===== src/rtl/uart_arb_pkg.sv =====
// Shared types and helpers for the UART transmit arbiter.
// Holds the arbiter state encoding and the port-index width function.
// Imported by the top and the round-robin sub-module.
package uart_arb_pkg;

   typedef enum logic [1:0] {
      ST_IDLE    = 2'd0,
      ST_HEADER  = 2'd1,
      ST_PAYLOAD = 2'd2
   } state_t;

   // Width of an index into n ports; never narrower than one bit.
   function automatic int idx_width(input int n);
      return (n > 1) ? $clog2(n) : 1;
   endfunction

endpackage


===== src/rtl/uart_tx_arbiter_rr_arbiter.sv =====
// Round-robin pick: first requester searching upward from ptr+1, wrapping.
// Latency: purely combinational, zero cycles.
// Backpressure: none; the caller decides when the pick is taken.
module rr_arbiter
   import uart_arb_pkg::*;
#(
   parameter int NUM_PORTS = 4
) (
   input  logic [NUM_PORTS-1:0]         req,
   input  logic [$clog2(NUM_PORTS)-1:0] ptr,
   output logic                         gnt_valid,
   output logic [$clog2(NUM_PORTS)-1:0] gnt_idx
);

   localparam int IDX_W = idx_width(NUM_PORTS);

   logic [IDX_W-1:0] cand;

   // Walk offsets from farthest to nearest so the port closest after ptr overrides the rest.
   always_comb begin
      gnt_valid = 1'b0;
      gnt_idx   = '0;
      cand      = '0;
      for (int off = NUM_PORTS; off >= 1; off--) begin
         cand = IDX_W'((int'(ptr) + off) % NUM_PORTS);
         if (req[cand]) begin
            gnt_valid = 1'b1;
            gnt_idx   = cand;
         end
      end
   end

endmodule


===== src/rtl/uart_tx_arbiter.sv =====
// Shares one UART transmitter among NUM_PORTS AXI-Stream sources, one whole packet per grant.
// Latency: 1 cycle arbitration, then optional header word, then zero-latency payload pass-through.
// Backpressure: m_axis_tready is forwarded only to the granted port in payload; all others see 0.
module uart_tx_arbiter
   import uart_arb_pkg::*;
#(
   parameter int NUM_PORTS     = 4,
   parameter int WORD_WIDTH    = 8,
   parameter int INSERT_HEADER = 1,
   parameter int HEADER_BASE   = 'hF0,
   parameter int MAX_BEATS     = 256
) (
   input  logic                            clk,
   input  logic                            rst,
   input  logic [NUM_PORTS*WORD_WIDTH-1:0] s_axis_tdata,
   input  logic [NUM_PORTS-1:0]            s_axis_tvalid,
   input  logic [NUM_PORTS-1:0]            s_axis_tlast,
   output logic [NUM_PORTS-1:0]            s_axis_tready,
   output logic [WORD_WIDTH-1:0]           m_axis_tdata,
   output logic                            m_axis_tvalid,
   input  logic                            m_axis_tready,
   output logic [$clog2(NUM_PORTS)-1:0]    grant_id,
   output logic                            busy,
   output logic                            overrun
);

   localparam int IDX_W = idx_width(NUM_PORTS);
   localparam int CNT_W = $clog2(MAX_BEATS + 1);
   localparam logic [CNT_W-1:0] LAST_CNT = CNT_W'(MAX_BEATS - 1);

   state_t            state_q, state_d;
   logic [IDX_W-1:0]  ptr_q, ptr_d;
   logic [IDX_W-1:0]  grant_id_q, grant_id_d;
   logic [CNT_W-1:0]  beat_cnt_q, beat_cnt_d;
   logic              busy_q, busy_d;
   logic              overrun_q, overrun_d;

   logic              gnt_valid;
   logic [IDX_W-1:0]  gnt_idx;

   logic [WORD_WIDTH-1:0] sel_dat;
   logic                  sel_vld;
   logic                  sel_lst;
   logic [WORD_WIDTH-1:0] hdr_dat;
   logic                  beat;

   rr_arbiter #(
      .NUM_PORTS (NUM_PORTS)
   ) u_rr (
      .req       (s_axis_tvalid),
      .ptr       (ptr_q),
      .gnt_valid (gnt_valid),
      .gnt_idx   (gnt_idx)
   );

   // Select the granted port's data, valid and last.
   always_comb begin
      sel_dat = '0;
      sel_vld = 1'b0;
      sel_lst = 1'b0;
      for (int i = 0; i < NUM_PORTS; i++) begin
         if (grant_id_q == IDX_W'(i)) begin
            sel_dat = s_axis_tdata[i*WORD_WIDTH +: WORD_WIDTH];
            sel_vld = s_axis_tvalid[i];
            sel_lst = s_axis_tlast[i];
         end
      end
   end

   assign hdr_dat = WORD_WIDTH'(HEADER_BASE + int'(grant_id_q));
   assign beat    = (state_q == ST_PAYLOAD) && sel_vld && m_axis_tready;

   // Drive the stream outputs; rst forces everything quiet so no handshake happens during reset.
   always_comb begin
      m_axis_tvalid = 1'b0;
      m_axis_tdata  = '0;
      s_axis_tready = '0;
      if (!rst) begin
         case (state_q)
            ST_HEADER: begin
               m_axis_tvalid = 1'b1;
               m_axis_tdata  = hdr_dat;
            end
            ST_PAYLOAD: begin
               m_axis_tvalid = sel_vld;
               m_axis_tdata  = sel_dat;
               for (int i = 0; i < NUM_PORTS; i++) begin
                  s_axis_tready[i] = (grant_id_q == IDX_W'(i)) && m_axis_tready;
               end
            end
            default: begin
               m_axis_tvalid = 1'b0;
            end
         endcase
      end
   end

   // Next-state logic: arbitrate in idle, emit header, pass payload until tlast or the beat limit.
   always_comb begin
      state_d    = state_q;
      ptr_d      = ptr_q;
      grant_id_d = grant_id_q;
      beat_cnt_d = beat_cnt_q;
      overrun_d  = 1'b0;
      case (state_q)
         ST_IDLE: begin
            if (gnt_valid) begin
               grant_id_d = gnt_idx;
               beat_cnt_d = '0;
               state_d    = (INSERT_HEADER != 0) ? ST_HEADER : ST_PAYLOAD;
            end
         end
         ST_HEADER: begin
            if (m_axis_tready) begin
               beat_cnt_d = '0;
               state_d    = ST_PAYLOAD;
            end
         end
         ST_PAYLOAD: begin
            if (beat) begin
               beat_cnt_d = beat_cnt_q + CNT_W'(1);
               if (sel_lst) begin
                  state_d = ST_IDLE;
                  ptr_d   = grant_id_q;
               end else if (beat_cnt_q == LAST_CNT) begin
                  // Forced release: the remainder re-arbitrates as a fresh packet with a new header.
                  state_d   = ST_IDLE;
                  ptr_d     = grant_id_q;
                  overrun_d = 1'b1;
               end
            end
         end
         default: begin
            state_d = ST_IDLE;
         end
      endcase
      busy_d = (state_d != ST_IDLE);
   end

   // State registers with synchronous reset; ptr resets to the top port so port 0 wins first.
   always_ff @(posedge clk) begin
      if (rst) begin
         state_q    <= ST_IDLE;
         ptr_q      <= IDX_W'(NUM_PORTS - 1);
         grant_id_q <= '0;
         beat_cnt_q <= '0;
         busy_q     <= 1'b0;
         overrun_q  <= 1'b0;
      end else begin
         state_q    <= state_d;
         ptr_q      <= ptr_d;
         grant_id_q <= grant_id_d;
         beat_cnt_q <= beat_cnt_d;
         busy_q     <= busy_d;
         overrun_q  <= overrun_d;
      end
   end

   assign grant_id = grant_id_q;
   assign busy     = busy_q;
   assign overrun  = overrun_q;

endmodule


===== config.mk =====
export PLATFORM = sky130hd
export DESIGN_NAME = uart_tx_arbiter
export DESIGN_NICKNAME = d
export VERILOG_FILES = /design/src/rtl/uart_arb_pkg.sv /design/src/rtl/uart_tx_arbiter_rr_arbiter.sv /design/src/rtl/uart_tx_arbiter.sv
export SDC_FILE = /design/constraint.sdc
export NUM_CORES = 1
export LEC_CHECK = 0
export CORE_MARGIN = 2
export CORE_UTILIZATION = 47
export CTS_BUF_LIST = sky130_fd_sc_hd__clkbuf_8
export CTS_CLUSTER_DIAMETER = 30
export DETAILED_ROUTE_END_ITERATION = 6
export HOLD_SLACK_MARGIN = 0.12
export PLACE_DENSITY = 0.91
export REMOVE_ABC_BUFFERS = 1
export SETUP_SLACK_MARGIN = 0.02
export SLEW_MARGIN = 20
export SYNTH_ARGS = -nofsm -noshare
export SYNTH_HDL_FRONTEND = slang
export SYNTH_SLANG_ARGS = --single-unit

===== constraint.sdc =====
create_clock -name clk -period 4.1 [get_ports clk]
set_clock_uncertainty 0.1 [all_clocks]
set_input_delay 0.615 -clock clk [delete_from_list [all_inputs] [get_ports clk]]
set_output_delay 0.615 -clock clk [all_outputs]
set_load 0.02 [all_outputs]

### Yosys cells after proc, flatten, opt, wreduce, memory -nomap -nowiden

Cells that the tools add are included.

| storage, ports and cells | value |
|---|---|
| output and inout port bits | 17 |
| input port bits | 43 |
| register bits after elaboration | 17 |

| operators by class | value |
|---|---|
| muxes and demuxes | 47 |
| reduce and logical (&&, ||, !) cells | 15 |
| bitwise operators | 2 |
| $lt $le $gt $ge | 4 |
| equal/unequal tests | 9 |
| $add $sub $neg | 6 |

Operator list:

| cell | number |
|---|---|
| $mux W8 | 5 |
| $mux W9 | 3 |
| $pmux W9 S3 | 1 |
| $mux W2 | 11 |
| $mux W1 | 18 |
| $pmux W8 S2 | 1 |
| $lt A2 B3 Y1 const B | 4 |
| $add A9 B1 Y9 const B | 1 |
| $eq A9 B8 Y1 const B | 1 |
| $add A8 B2 Y8 const A | 1 |
| $bmux W1 S2 | 4 |
| $mux W4 | 2 |
| $eq A2 B2 Y1 const B | 3 |
| $logic_and A1 B1 Y1 | 6 |
| $ne A2 B2 Y1 const B | 3 |
| $pmux W2 S3 | 1 |
| $add A2 B1 Y2 const B | 2 |
| $add A2 B2 Y2 const B | 2 |
| $eq A2 B1 Y1 const B | 2 |
| $logic_not A2 Y1 | 2 |
| $reduce_and A4 Y1 | 1 |
| $reduce_bool A2 Y1 | 2 |
| $reduce_or A4 Y1 | 1 |
| $reduce_and A3 Y1 | 1 |
| other kinds (4) | 5 |

### Logic depth before layout (Yosys ltp)

Gate-level depths: netlist of run 1.

| depth | value |
|---|---|
| word-level depth | 10 |
| depth in mapped cells | 8 |

### By module

Synthesis of run 1 repeated with hierarchy kept, for this count alone.

| second synthesis, totals | value |
|---|---|
| cell total of the unflattened synthesis | 158 |
| area, all modules | 1346.3 sq um |

Modules (own cells, without submodules):

| module | instances | area each (sq um) | cells an instance |
|---|---|---|---|
| uart_tx_arbiter | 1 | 1255.0 | 144 |
| rr_arbiter | 1 | 91.3 | 14 |

### Worst setup path before layout of run 1

Ideal clock, no wire load.

| path | value |
|---|---|
| kind | reg2out |
| from | register grant_id_q[1], in the netlist grant_id[1] |
| to | output port s_axis_tready[2] |
| cell stages (with the launch flop) | 5 |
| arrival | 1759 ps |
| data required time | 3385 ps |
| slack | 1626 ps |
| cells stage by stage | dfxtp_1 -> buf_4 -> clkbuf_1 -> inv_1 -> nor4_1 |

| on the way | value |
|---|---|
| word-level cells in the longest chain between the ends | 4 |

RTL lines:

| what | RTL line | source |
|---|---|---|
| start, declared | uart_tx_arbiter.sv:33 | `logic [IDX_W-1:0] grant_id_q, grant_id_d;` |
| start signal, assigned | uart_tx_arbiter.sv:152 | `grant_id_q <= grant_id_d;` |
| $eq A2 B2 Y1 | uart_tx_arbiter.sv:88 | `s_axis_tready[i] = (grant_id_q == IDX_W'(i)) && m_axis_tready;` |
| $logic_and A1 B1 Y1 | uart_tx_arbiter.sv:88 |  |
| $mux W4 | uart_tx_arbiter.sv:79 | `case (state_q)` |
| $mux W4 | uart_tx_arbiter.sv:78 | `if (!rst) begin` |
| end, declared | uart_tx_arbiter.sv:18 | `output logic [NUM_PORTS-1:0] s_axis_tready,` |

Every way passes these cells.

### Worst setup path after layout of run 1

| path | value |
|---|---|
| from | input port rst |
| to | output port m_axis_tvalid |

| on the way | value |
|---|---|
| word-level cells in the longest chain between the ends | 1 |

RTL lines:

| what | RTL line | source |
|---|---|---|
| start, declared | uart_tx_arbiter.sv:14 | `input logic rst,` |
| $mux W1 | uart_tx_arbiter.sv:78 |  |
| end, declared | uart_tx_arbiter.sv:20 | `output logic m_axis_tvalid,` |

Every way passes these cells.

==> results.txt, run 1 <==
Max clock buf depth: 2
Post-route setup slack: 0.804 ns
Drt pass-1 iters: 4
Initial antenna violation count: 0
Cell Pwr Density: 268 nW/um2
Sink Count: 17
Final wirelength: 4160 um
Pre-CTS setup slack: 0.827 ns
Die outline area: 3430 um2
H-tree depth: 1
Layout cell share with drive strength beyond 1: 0.0849
Leak pwr: 0.735 nW
Number of synthesized flops with an enable pin: 0
Max cap viols: 0
Status: finished clean
Total CTS buffers: 3
Vias in the first global route: 1,573
Ys flop type: dfxtp_1
FP Rows: 19
Library cells used by synthesis: 45
Worst-Margin Slew: 0.791 ns
Fin crit share: 0.804
DR iter-0 viols: 120
Setup TNS: 0 ns
Startpoint types: primary input
Starting Density: 0.503
Min cycle time layout: 3.30 ns
Final Wtd Congestion: 0.831
Sequential fraction of the synthesis area: 0.243
Root Buffer: clkbuf_8
Via density per instance: 6.43
Chain of cells forming the critical path: clkdlybuf4s50_1, inv_1, nand2_1, a21oi_1, clkdlybuf4s50_1
Die W: 58.6 um
Syn avg cell area: 8.74 um2
Slew HR: 0.472
Yosys warns: 0
Antenna diodes: 0
Synthesized instance count: 160
Fin nets: 262
Cts repair resizes: 0
IO Pins: 60
Flops & latches, synth: 17
Worst stage delay on the critical path: 0.65 ns
Total GRT Usage: 0.258
Die Span Y: 58.6 um
Number of port buffers: 59
Most common cell after layout, fill and taps aside: clkdlybuf4s50_1
Pins Over Slew Limit: 0
Total design power: 539 uW
Crit path top cell by count: clkdlybuf4s50_1
CTS Hold Buffers Added: 0
Clock Latency Late Sink: 0.27 ns
Via count: 1,563
DRC Markers: 0
Crit Path Class: in -> out
CP arrival: 2.58 ns
Final hold violations: 0
Core area: 2780 um2
Worst hold path class: reg -> reg
Flop2flop setup slack: 1.77 ns
Slowest-stage cell, CP: clkdlybuf4s50_1
Final std cells w/o fill: 243
Fmax: 0.303 GHz
DP Area: 1970 um2
Layout Utilization: 0.723
Overflow after GRT: 0
Fraction of registers with async set/reset: 0
Max IR drop VDD: 250 uV
CP endpoint kind: output pin
Final instance area: 2010 um2
Most frequent cells in the layout: clkdlybuf4s50_1, a21oi_1, dfxtp_1
Highest fanout seen on the critical path: 13
RSZ-0062 raised after global routing: no
Routed WL per cell: 17.1 um
Critical Path RT: 3.38 ns
Largest net degree at the start of global routing: 21
CTS tree: done
Final HPWL DP: 3260 um
Final setup fails: 0
Final hold slack: 0.388 ns
Area grow syn2layout: 43.8%
Post CTS Setup Buffer Count: 0
First-pass GRT wire length: 6850 um
Post-Syn Area: 1400 um2
CTS clk-pin slew, worst paths: 0.07 ns
Placed insts: 239
Final ANT Viol Nets: 0
==> synthesized netlist by cell type, types with 2 or more instances <==
| cell | n | share of area |
|---|---|---|
| nand2b_1 | 2 | 0.0089 |
| and3_1 | 4 | 0.018 |
| buf_4 | 2 | 0.011 |
| nand2_1 | 6 | 0.016 |
| ha_1 | 6 | 0.054 |
| buf_2 | 5 | 0.018 |
| mux2_2 | 3 | 0.024 |
| mux2i_1 | 2 | 0.014 |
| nor3_1 | 3 | 0.011 |
| o22ai_1 | 2 | 0.0089 |
| o311ai_0 | 2 | 0.013 |
| a21o_1 | 2 | 0.011 |
| nor2_1 | 14 | 0.038 |
| mux4_2 | 8 | 0.13 |
| a21oi_1 | 19 | 0.068 |
| nor2b_1 | 4 | 0.018 |
| o21ai_0 | 4 | 0.014 |
| nand4_1 | 2 | 0.0089 |
| and3b_1 | 2 | 0.013 |
| nor4_1 | 3 | 0.013 |
| or4_1 | 5 | 0.027 |
| clkbuf_1 | 3 | 0.0080 |
| and4_1 | 2 | 0.013 |
| dfxtp_1 | 17 | 0.24 |
| o31ai_1 | 5 | 0.027 |
| a32o_1 | 3 | 0.021 |
| inv_1 | 10 | 0.027 |
| nand3_1 | 3 | 0.011 |
==> final cells by class <==
type                       instances  area, um2
sequential                        17        340
multi-input combinational        122        958
clock buffer                       3       41.3
timing repair buffer              59        591
clock inverter                     1       5.00
fill                             223        769
tap                               31       38.8
inverter                          10       37.5
==> state kept, by name (all words and copies together), names as in the netlist <==
| signal | flops |
|---|---|
| state_q | 2 |
| busy | 1 |
| overrun | 1 |
| grant_id | 2 |
| beat_cnt_q | 9 |
| ptr_q | 2 |
==> kinds of logic after synthesis <==
group           Yosys count  synth area share
simple gates             55             0.225
compound gates           48             0.239
buf+inv                  21            0.0716
flops                    17             0.243
mux                      13             0.167
fa+ha+maj                 6            0.0537
==> path summary, 6_finish.rpt <==
check / from / to / cells after the start
worst min register to register: beat_cnt_q[5] / beat_cnt_q[5] / 2
worst max register to register: state_q[0] / beat_cnt_q[3] / 6
worst min-delay path: beat_cnt_q[5] / beat_cnt_q[5] / 2
worst max-delay path: rst / m_axis_tvalid / 5
==> per-layer routing <==
metal	up-vias	track usage	wire length [um]
li1	726	-	-
met1	745	0.286	1610
met2	77	0.464	2130
met3	15	0.0615	320
met4	0	0.116	104
met5	-	0	0
==> power breakdown <==
part | internal [mW] | total [mW] | switching (mW)
Combinational | 0.114 | 0.212 | 0.0979
Clock | 0.0678 | 0.132 | 0.0643
Sequential | 0.174 | 0.196 | 0.0212
Total | 0.356 | 0.539 | 0.183
==> worst max-delay path: cells and delay by family <==
family,cells,cell delay (ns)
AOI/OAI and AO/OA,1,0.17
buffers and inverters,3,1.57
and+or+nand+nor,1,0.22
Note: power is estimated with default switching activity, not from simulation.
==> inputs of run 2 (changes only) <==
--- a/config.mk
+++ b/config.mk
@@ -6,12 +6,12 @@
 export NUM_CORES = 1
 export LEC_CHECK = 0
 export CORE_MARGIN = 2
-export CORE_UTILIZATION = 47
+export CORE_UTILIZATION = 44
 export CTS_BUF_LIST = sky130_fd_sc_hd__clkbuf_8
 export CTS_CLUSTER_DIAMETER = 30
 export DETAILED_ROUTE_END_ITERATION = 6
 export HOLD_SLACK_MARGIN = 0.12
-export PLACE_DENSITY = 0.91
+export PLACE_DENSITY = 0.86
 export REMOVE_ABC_BUFFERS = 1
 export SETUP_SLACK_MARGIN = 0.02
 export SLEW_MARGIN = 20
==> constraint.sdc (replaced) <==
create_clock -name clk -period 3.3 [get_ports clk]
set_clock_uncertainty 0.1 [all_clocks]
set_input_delay 0.495 -clock clk [delete_from_list [all_inputs] [get_ports clk]]
set_output_delay 0.495 -clock clk [all_outputs]
set_load 0.02 [all_outputs]
==> results.txt, run 2 (synthesis gave the netlist of run 1 again) <==
Buffers & Inverters on Critical Path: 2 (-1)
Antenna diodes: 0 (unchanged)
Total design power: 673 uW (+25%)
Fin nets: 265 (+1.1%)
Number of port buffers: 59 (unchanged)
Crit Path Class: reg -> out
Critical Path RT: 2.70 ns (-0.68 ns)
Total GRT Usage: 0.239 (-0.0193)
FP Rows: 20 (+1)
Most common cell after layout, fill and taps aside: clkdlybuf4s50_1
Final hold violations: 0 (unchanged)
Reg2reg start: state_q[0]
Die outline area: 3650 um2 (+6.3%)
Final HPWL DP: 3200 um (-1.6%)
Via count: 1,517 (-2.9%)
Max clock buf depth: 2 (unchanged)
Starting Density: 0.462 (-0.0409)
Reg with most FFs: beat_cnt_q
CTS tree: done
Levels on crit path: 7 (+2)
CTS clk-pin slew, worst paths: 0.07 ns (about the same)
H-tree depth: 1 (unchanged)
Max IR drop VDD: 145 uV (-42%)
Post-route setup slack: 0.280 ns (-0.524 ns)
Startpoint types: flop
Clock Latency Late Sink: 0.26 ns (about the same)
Most frequent cells in the layout: clkdlybuf4s50_1, a21oi_1, dfxtp_1
CP endpoint kind: output pin
Reg-to-Reg End: beat_cnt_q[4]
Total CTS buffers: 3 (unchanged)
Crit path to: m_axis_tvalid
DRC Markers: 0 (unchanged)
Final ANT Viol Nets: 0 (unchanged)
Cell Pwr Density: 328 nW/um2 (+22%)
Initial antenna violation count: 0 (unchanged)
Sink Count: 17 (unchanged)
Vias in the first global route: 1,445 (-8.1%)
Worst-Margin Slew: 0.636 ns (-0.156 ns)
Leak pwr: 0.750 nW (+2.1%)
RSZ-0062 raised after global routing: no
Die Span Y: 60.4 um (+3.1%)
Layout cell share with drive strength beyond 1: 0.0977 (+0.0128)
Setup TNS: 0 ns (unchanged)
Routed WL per cell: 15.9 um (-7.3%)
Flop2flop setup slack: 0.95 ns (-0.82 ns)
DR iter-0 viols: 87 (-28%)
Max cap viols: 0 (unchanged)
Pins Over Slew Limit: 0 (unchanged)
First-pass GRT wire length: 6490 um (-5.2%)
Chain of cells forming the critical path: inv_1, ha_1, nand2b_1, nor2b_1, a31oi_1, a21oi_1, clkdlybuf4s50_1
Fmax: 0.331 GHz
Largest register FFs: 9 (unchanged)
Largest net degree at the start of global routing: 21 (unchanged)
Reg2reg path depth: 6 (unchanged)
IO Pins: 60 (unchanged)
Status: finished clean
Final setup fails: 0 (unchanged)
CTS Hold Buffers Added: 0 (unchanged)
Cts repair resizes: 0 (unchanged)
Layout filler cell count: 234 (+4.9%)
Slowest-stage cell, CP: clkdlybuf4s50_1
Final Wtd Congestion: 0.820 (-1.3%)
Root Buffer: clkbuf_8
Min cycle time layout: 3.02 ns
Highest fanout seen on the critical path: 20 (+7)
Fin crit share: 0.915
Worst stage delay on the critical path: 0.62 ns (-0.03 ns)
Final wirelength: 4110 um (-1.2%)
Worst hold path class: reg -> reg
Post CTS Setup Buffer Count: 0 (unchanged)
CP top delay family: buffers and inverters
Drt pass-1 iters: 4 (unchanged)
Core area: 3030 um2 (+8.9%)
Pre-CTS setup slack: 0.466 ns (-0.361 ns)
Slew HR: 0.576 (+0.105)
CP arrival: 2.43 ns (-0.15 ns)
Overflow after GRT: 0 (unchanged)
Layout Utilization: 0.677 (-0.0461)
Via density per instance: 5.86 (-8.9%)
Die W: 60.4 um (+3.1%)
Area grow syn2layout: 46.6%
Hold_sp: beat_cnt_q[5]
CP startpoint: state_q[0]
[run 2: cell count changes in the layout (fill, tap and decap cells not counted)]
cell,change
buf_4,+3
[run 2: stage by stage]
step	std cells	hold slack (ns)	cell area, um2
after global routing	259	0.417	2050
after global placement	255	0.358	2000
final	259	0.398	2050
after detailed placement	255	0.371	2000
after CTS	259	0.393	2050
after floorplan	149	0.342	1340
[run 2: tightest hold or removal path, cell delays in order, from the launching register on]
cell	delay, ns
dfxtp_1	0.32
o41ai_1	0.07
a21oi_1	0.06
[run 2: how the worst min path moves through the flow]
stage,end,depth (start not counted)
final,beat_cnt_q[5],2
after global routing,beat_cnt_q[5],2
after CTS,beat_cnt_q[6],2
after detailed placement,beat_cnt_q[5],2
after global placement,beat_cnt_q[7],2
after floorplan,beat_cnt_q[5],2
[run 2: cell type report]
cell class                 instances  area, um2  area share
multi-input combinational        122        958       0.467
tap                               44       55.1      0.0268
clock inverter                     1       5.00     0.00244
clock buffer                       3       41.3      0.0201
sequential                        17        340       0.166
inverter                          10       37.5      0.0183
timing repair buffer              62        613       0.299
[run 2: layer usage]
layer  GRT usage  vias to the layer above  routed length (um)
met5           0                        -                   0
met3      0.0256                       17                 160
met2       0.429                       57                2110
met1       0.280                      711                1690
li1            -                      732                   -
met4       0.124                        0                 159
[run 2: power by group]
group	switching (mW)	leakage, nW	internal (mW)
logic	0.129	0.587	0.146
clock network	0.0798	0.0255	0.0840
registers	0.0175	0.138	0.217
total	0.227	0.750	0.447
